--- src/rtl/regfile_write_port_pkg.sv ---
// Shared processor constants and the write-request bundle
// used by the register-file write side.
package regfile_write_port_pkg;

    localparam int DATA_W    = 16;
    localparam int ADDR_W    = 4;
    localparam int REG_COUNT = 10;
    localparam int FLAT_W    = REG_COUNT * DATA_W;

    typedef struct packed {
        logic [ADDR_W-1:0] addr;
        logic [DATA_W-1:0] data;
    } wr_req_t;

    // True when the address names an implemented register.
    function automatic logic addr_in_range(
        input logic [ADDR_W-1:0] a
    );
        return a < ADDR_W'(REG_COUNT);
    endfunction

endpackage

--- src/rtl/regfile_write_buffer.sv ---
// One-entry write buffer with valid/ready handshake.
// Emits a commit strobe while the entry may drain.
module regfile_write_buffer
    import regfile_write_port_pkg::*;
(
    input  logic    i_clk,
    input  logic    i_rst,
    input  logic    i_wr_valid,
    input  wr_req_t i_wr_req,
    input  logic    i_commit_en,
    output logic    o_wr_ready,
    output logic    o_fwd_valid,
    output wr_req_t o_fwd_req,
    output logic    o_commit
);

    logic    r_valid;
    wr_req_t r_req;
    logic    w_accept;

    // Draining the entry frees the slot in the same edge.
    assign o_commit    = r_valid && i_commit_en;
    assign o_wr_ready  = !r_valid || i_commit_en;
    assign w_accept    = i_wr_valid && o_wr_ready;
    assign o_fwd_valid = r_valid;
    assign o_fwd_req   = r_req;

    // Load on accept; clear only when draining with no refill.
    always_ff @(posedge i_clk or posedge i_rst) begin
        if (i_rst) begin
            r_valid <= 1'b0;
            r_req   <= '0;
        end else if (w_accept) begin
            r_valid <= 1'b1;
            r_req   <= i_wr_req;
        end else if (o_commit) begin
            r_valid <= 1'b0;
        end
    end

endmodule

--- src/rtl/regfile_write_port.sv ---
// Write side of the accumulator register file: buffered
// write-back, address decode, register array, bad-addr flag.
module regfile_write_port
    import regfile_write_port_pkg::*;
(
    input  logic              i_clk,
    input  logic              i_rst,
    input  logic              i_wr_valid,
    output logic              o_wr_ready,
    input  logic [ADDR_W-1:0] i_wr_addr,
    input  logic [DATA_W-1:0] i_wr_data,
    input  logic              i_commit_en,
    output logic [FLAT_W-1:0] o_regs_flat,
    output logic              o_fwd_valid,
    output logic [ADDR_W-1:0] o_fwd_addr,
    output logic [DATA_W-1:0] o_fwd_data,
    output logic              o_bad_addr
);

    wr_req_t           w_req;
    wr_req_t           w_fwd;
    logic              w_commit;
    logic              w_in_range;
    logic [DATA_W-1:0] r_regs [REG_COUNT];
    logic              r_bad_addr;

    assign w_req = '{addr: i_wr_addr, data: i_wr_data};

    regfile_write_buffer u_buf (
        .i_clk       (i_clk),
        .i_rst       (i_rst),
        .i_wr_valid  (i_wr_valid),
        .i_wr_req    (w_req),
        .i_commit_en (i_commit_en),
        .o_wr_ready  (o_wr_ready),
        .o_fwd_valid (o_fwd_valid),
        .o_fwd_req   (w_fwd),
        .o_commit    (w_commit)
    );

    assign w_in_range = addr_in_range(w_fwd.addr);
    assign o_fwd_addr = w_fwd.addr;
    assign o_fwd_data = w_fwd.data;
    assign o_bad_addr = r_bad_addr;

    // Commit the buffered entry into the addressed register only.
    always_ff @(posedge i_clk or posedge i_rst) begin
        if (i_rst) begin
            for (int k = 0; k < REG_COUNT; k++) begin
                r_regs[k] <= '0;
            end
        end else begin
            for (int k = 0; k < REG_COUNT; k++) begin
                if (w_commit && w_in_range &&
                    w_fwd.addr == ADDR_W'(k)) begin
                    r_regs[k] <= w_fwd.data;
                end
            end
        end
    end

    // Flag a dropped out-of-range commit for exactly one cycle.
    always_ff @(posedge i_clk or posedge i_rst) begin
        if (i_rst) begin
            r_bad_addr <= 1'b0;
        end else begin
            r_bad_addr <= w_commit && !w_in_range;
        end
    end

    for (genvar g = 0; g < REG_COUNT; g++) begin : g_flat
        assign o_regs_flat[g*DATA_W +: DATA_W] = r_regs[g];
    end

endmodule

--- config.mk ---
export PLATFORM = sky130hd
export DESIGN_NAME = regfile_write_port
export DESIGN_NICKNAME = d
export VERILOG_FILES = /design/src/rtl/regfile_write_port_pkg.sv /design/src/rtl/regfile_write_buffer.sv /design/src/rtl/regfile_write_port.sv
export SDC_FILE = /design/constraint.sdc
export NUM_CORES = 1
export LEC_CHECK = 0
export ABC_CLOCK_PERIOD_IN_PS = 14000
export BUFFER_PORTS_ARGS = -buffer_cell sky130_fd_sc_hd__buf_2
export CORE_MARGIN = 2
export CORE_UTILIZATION = 45
export DETAILED_ROUTE_END_ITERATION = 10
export PLACE_DENSITY = 0.71
export SKIP_CTS_REPAIR_TIMING = 1
export SYNTH_ARGS = -nofsm -noshare
export SYNTH_HDL_FRONTEND = slang
export SYNTH_HIERARCHICAL = 1
export SYNTH_SLANG_ARGS = --single-unit
--- constraint.sdc ---
create_clock -name i_clk -period 14 [get_ports i_clk]
set_input_delay 1.4 -clock i_clk [delete_from_list [all_inputs] [get_ports i_clk]]
set_output_delay 1.4 -clock i_clk [all_outputs]
set_load 0.01 [all_outputs]
==> results_dict.tcl, run 1 <==
set metrics [dict create \
    status "completed" \
    drv_slew 0 \
    finalHoldViolations 0 \
    period_minus_slack_ns 3.20 \
    layout_commonest_cell "buf_2" \
    antenna_found_initial 0 \
    postSynthCellCount 417 \
    cts-buffers-inserted 17 \
    tritoncts "done" \
    ir_worst_vdd_v 0.000128 \
    dr_total_vias 4229 \
    cts_sinks 182 \
    critPathSlowestCell "nand2b_4" \
    initial_core_util 0.463 \
    startpoint "i_commit_en" \
    synth_cell_types 27 \
    seqCellArea_um2 4550 \
    drc 0 \
    holdCritPathClass "flop to flop" \
    min_from "o_regs_flat[23]$_DFFE_PP0P_" \
    required_ns 12.60 \
    place_area_um2 8190 \
    drt-total-wl_mm 17.2 \
    die_h_um 129 \
    crit_path_max_fanout 3 \
    area_growth_pct 24.4 \
    io_pins 207 \
    coreArea_um2 15300 \
    portBuffers 206 \
    worstReg2RegStart "u_buf/o_fwd_valid$_DFFE_PP0P_" \
    via_per_inst 5.06 \
    rsz0062_at_grt "false" \
    ant_nets 0 \
    swShare 0.321 \
    grt_pass1_wl_mm 26.1 \
    end_kind "output port" \
    post-route-period-util 0.229 \
    path_cells "buf_2 -> nand2b_4 -> buf_2" \
    tightest_slew_ns 1.10 \
    power_leakage_nw 4.50 \
    row_count 45 \
    clkLatencyLatePin_ns 0.43 \
    avgSynthCellArea_um2 17.0 \
    max_freq_mhz 312 \
    wl_per_cell_um 20.6 \
    hpwl_mm 11.6 \
    die-area_um2 16700 \
    dr.pass1.iters 5 \
    synth_fp_nets 441 \
    p_per_area_nw_per_um2 231 \
    pwr-share-seq 0.448 \
    setup_viol 0 \
    drv_cap 0 \
    grt_pass1_vias 4364 \
    setup_tns_ns 0 \
    seq_area_frac_synth 0.644 \
    finalNonFillerCells 835 \
    clockPowerShare 0.244 \
    drive_gt1_frac 0.596 \
    p_int_mw 1.38 \
    n_antenna_cell 0 \
    num-fill-cells 1227 \
    cts_buffer_depth 2 \
    crit_top_cell "buf_2" \
    slowest_delay_ns 0.15 \
    clock_skew_ns 0.0113 \
    clk_pin_slew_ns 0.06 \
    worstPathArrival_ns 1.80 \
    cp_num_buf_inv 2 \
    slew_headroom 0.263 \
    dp.cells 803 \
    yosysWarnings 6 \
    synth_area_um2 7070 \
    grt_max_degree 85 \
    synth-seq-cells 182 \
    final_cell_area_um2 8800 \
    cp_top_family "buffers and inverters" \
    switchingPower_mw 0.652 \
    multi_input_area_um2 2320 \
    place_congestion 0.756 \
    grt-ovfl-total 0 \
    initialDrtViolationCount 166 \
    track_usage 0.211 \
    root_buffer "clkbuf_16" \
    combinationalPowerShare 0.308 \
    fin_nets 635 \
    start_kind "input port" \
    setup.worst_path.class "input port to output port" \
    htree_levels 4 \
    final_cell_mix "206 x buf_2, 182 x dfrtp_1, 96 x mux2_2" \
    die_w_um 129 \
]
==> logic make-up after synthesis <==
logic type             after synthesis  share of synthesized area
AOI/OAI and AO/OA                    1                    0.00142
buffers and inverters               34                     0.0285
DFF                                182                      0.644
muxes                              180                      0.303
and+or+nand+nor                     20                     0.0235
==> power groups by stage <==
| stage | clock network, mW | logic, mW | registers [mW] |
|---|---|---|---|
| finish | 0.496 | 0.624 | 0.910 |
| global route | 0.528 | 0.676 | 0.939 |
| CTS | 0.504 | 0.633 | 0.911 |
| detailed placement | 0 | 0.629 | 0.917 |
| global placement | 0 | 0.617 | 0.903 |
| floorplan | 0 | 0.233 | 0.988 |
==> through the flow <==
stage               utilization  worst slack (ns)  total power, mW  hold WS, ns
floorplan                     -              8.25             1.22        0.529
global placement          0.536             10.66             1.52        0.468
detailed placement        0.536             10.62             1.55        0.476
CTS                       0.577             10.79             2.05        0.491
global route              0.577             10.77             2.14        0.499
finish                    0.577             10.80             2.03        0.486
==> registers in the layout, summed over array words and instances, names as in the netlist <==
signal             count
o_regs_flat          160
u_buf/o_fwd_valid      1
o_bad_addr             1
u_buf/o_fwd_req       20
==> final cells by class <==
type | instances | share of cell area
clock inverters | 12 | 0.0202
repair buffers | 207 | 0.118
inverters | 2 | 0.00142
flip-flops and latches | 182 | 0.518
multi-input cells | 201 | 0.263
well taps | 211 | 0.0300
clock buffers | 20 | 0.0496
==> cell usage after synthesis <==
cell type,number,area share
dfrtp_1,182,0.64
mux2_2,96,0.15
mux2_1,54,0.086
mux2_4,30,0.064
buf_1,16,0.0085
buf_2,6,0.0042
buf_4,5,0.0053
nand2b_1,4,0.0035
buf_12,2,0.0057
buf_6,2,0.0032
inv_1,2,0.0011
nand3b_1,2,0.0021
nor2_2,2,0.0018
and2_2,1,0.0011
clkbuf_1,1,0.00053
nand2_1,1,0.00053
nand2_2,1,0.00089
nand2_4,1,0.0016
nand2b_4,1,0.0019
nand3_1,1,0.00071
nor2_1,1,0.00053
nor3_4,1,0.0023
nor3b_2,1,0.0018
nor3b_4,1,0.0027
o211a_1,1,0.0014
or2b_1,1,0.0011
or4_1,1,0.0011
==> path summary, 6_finish.rpt <==
check	to	slack, ns	cells past startpoint
max	o_wr_ready	10.80	3
min	o_regs_flat[23]$_DFFE_PP0P_	0.49	1
max reg2reg	o_regs_flat[130]$_DFFE_PP0P_	11.68	4
min reg2reg	o_regs_flat[23]$_DFFE_PP0P_	0.49	1
max in group asynchronous	o_regs_flat[15]$_DFFE_PP0P_	11.37	3
min in group asynchronous	o_regs_flat[91]$_DFFE_PP0P_	1.09	2
==> layer usage <==
metal / global-route usage / routed length (um) / vias to the layer above
met5: 0 / 0 / -
met4: 0.0518 / 150 / 0
met3: 0.0772 / 1520 / 12
met2: 0.321 / 7710 / 169
met1: 0.292 / 7790 / 2197
li1: - / - / 1851
Note: power is estimated with default switching activity, not from simulation.
==> run 2: changes to the inputs <==
- ABC_CLOCK_PERIOD_IN_PS: 14000 -> 3300
- clock period: 14 -> 3.3 ns (I/O delays scaled with it)
==> run 2 against run 1 <==
First-iteration DRC count up 4.8%. Count of clock-buffer cells in the layout increased by 1. Largest cell class unchanged. Highest routed layer unchanged. Register-to-register slack lost 11 ns. Final cell count grew 0.60%. Non-clock buffer count up 7. Via count down 0.26%. Critical path depth is 1 higher. Sequential cell count is the same.
==> results_dict.tcl, run 2 (synthesized netlist as in run 1, its figures left out) <==
set metrics [dict create \
    status "completed" \
    io_pins 207 \
    required_ns 3.61 \
    die_w_um 129 \
    combinationalPowerShare 0.305 \
    switchingPower_mw 2.72 \
    drt-total-wl_mm 17.1 \
    p_per_area_nw_per_um2 971 \
    p_int_mw 5.88 \
    initial_core_util 0.463 \
    rsz0062_at_grt "false" \
    clock_skew_ns 0.00903 \
    end_kind "flop" \
    clk_pin_slew_ns 0.06 \
    ir_worst_vdd_v 0.000415 \
    final_cell_mix "206 x buf_2, 182 x dfrtp_1, 96 x mux2_2" \
    portBuffers 206 \
    wl_per_cell_um 20.3 \
    cts_buffer_depth 2 \
    dr_total_vias 4218 \
    finalNonFillerCells 840 \
    post-route-period-util 0.662 \
    startpoint "u_buf/o_fwd_valid$_DFFE_PP0P_" \
    via_per_inst 5.02 \
    track_usage 0.213 \
    grt-ovfl-total 0 \
    largest_register_ffs 160 \
    layout_commonest_cell "buf_2" \
    row_count 45 \
    max_freq_mhz 458 \
    power_leakage_nw 4.55 \
    drc 0 \
    htree_levels 4 \
    place_congestion 0.758 \
    hpwl_mm 11.8 \
    clkLatencyLatePin_ns 0.43 \
    n_antenna_cell 0 \
    period_minus_slack_ns 2.19 \
    worstPathArrival_ns 2.49 \
    tightest_slew_ns 0.960 \
    holdCritPathClass "input port to asynchronous set/reset pin" \
    swShare 0.317 \
    drv_slew 0 \
    finalHoldViolations 0 \
    ant_nets 0 \
    start_kind "flop" \
    setup_viol 0 \
    dp.cells 810 \
    pwr-share-seq 0.449 \
    dr.pass1.iters 4 \
    power_mw 8.60 \
    drv_cap 0 \
    cts-buffers-inserted 17 \
    coreArea_um2 15300 \
    grt_pass1_wl_mm 26.3 \
    worstReg2RegStart "u_buf/o_fwd_valid$_DFFE_PP0P_" \
    fin_util 0.581 \
    drive_gt1_frac 0.601 \
    clockPowerShare 0.245 \
    reg2reg_depth 4 \
    fin_nets 642 \
    grt_pass1_vias 4395 \
    regToRegSetupSlack_ns 1.11 \
    area_growth_pct 25.3 \
    setup.worst_path.class "flop to flop" \
    root_buffer "clkbuf_16" \
    antenna_found_initial 0 \
    die-area_um2 16700 \
    tritoncts "done" \
    initialDrtViolationCount 174 \
    cts_sinks 182 \
    die_h_um 129 \
    setup_tns_ns 0 \
    grt_max_degree 162 \
    slew_headroom 0.360 \
    crit_path_max_fanout 16 \
]
==> run 2: final timing paths <==
| path | end |
|---|---|
| setup / recovery | o_regs_flat[44]$_DFFE_PP0P_ |
| hold / removal | o_regs_flat[106]$_DFFE_PP0P_ |
| setup reg to reg | o_regs_flat[44]$_DFFE_PP0P_ |
| hold reg to reg | o_regs_flat[50]$_DFFE_PP0P_ |
| max in group asynchronous | o_bad_addr$_DFF_PP0_ |
| min in group i_clk | u_buf/o_fwd_req[3]$_DFFE_PP0P_ |
==> run 2: layout make-up <==
type / count / area (um2)
Clock inverter: 9 / 151
Multi-Input combinational cell: 201 / 2320
Fill cell: 1221 / 6400
Tap cell: 211 / 264
Sequential cell: 182 / 4550
Clock buffer: 21 / 460
Inverter: 2 / 11.3
Timing Repair Buffer: 214 / 1100
==> run 2: power groups by stage <==
| stage | clock network, mW | logic [mW] | registers, mW |
|---|---|---|---|
| after global placement | 0 | 2.62 | 3.84 |
| final | 2.11 | 2.63 | 3.87 |
| after global routing | 2.25 | 2.86 | 3.99 |
| after CTS | 2.16 | 2.67 | 3.87 |
| after detailed placement | 0 | 2.66 | 3.90 |
| after floorplan | 0 | 0.989 | 4.19 |
==> run 2: critical path, stage by stage, from the launching register on <==
cell and delay, ns:
dfrtp_1 0.40, and2_2 0.23, nand2_2 0.09, or4_1 0.87
mux2_1 0.48
==> run 2: per-stage QoR <==
stage	hold WS (ns)	cell area [um2]	worst slack (ns)
2_1_floorplan	0.307	7080	0.927
3_3_place_gp	0.465	8250	1.14
3_5_place_dp	0.477	8250	1.10
4_1_cts	0.109	8860	1.08
5_1_grt	0.119	8860	0.994
6_report	0.112	8860	1.11
==> run 2: metal layers <==
layer | wire [um] | vias up | GRT usage
li1 | - | 1856 | -
met1 | 7530 | 2183 | 0.283
met2 | 8150 | 155 | 0.336
met3 | 1110 | 24 | 0.0656
met4 | 306 | 0 | 0.0748
met5 | 0 | - | 0
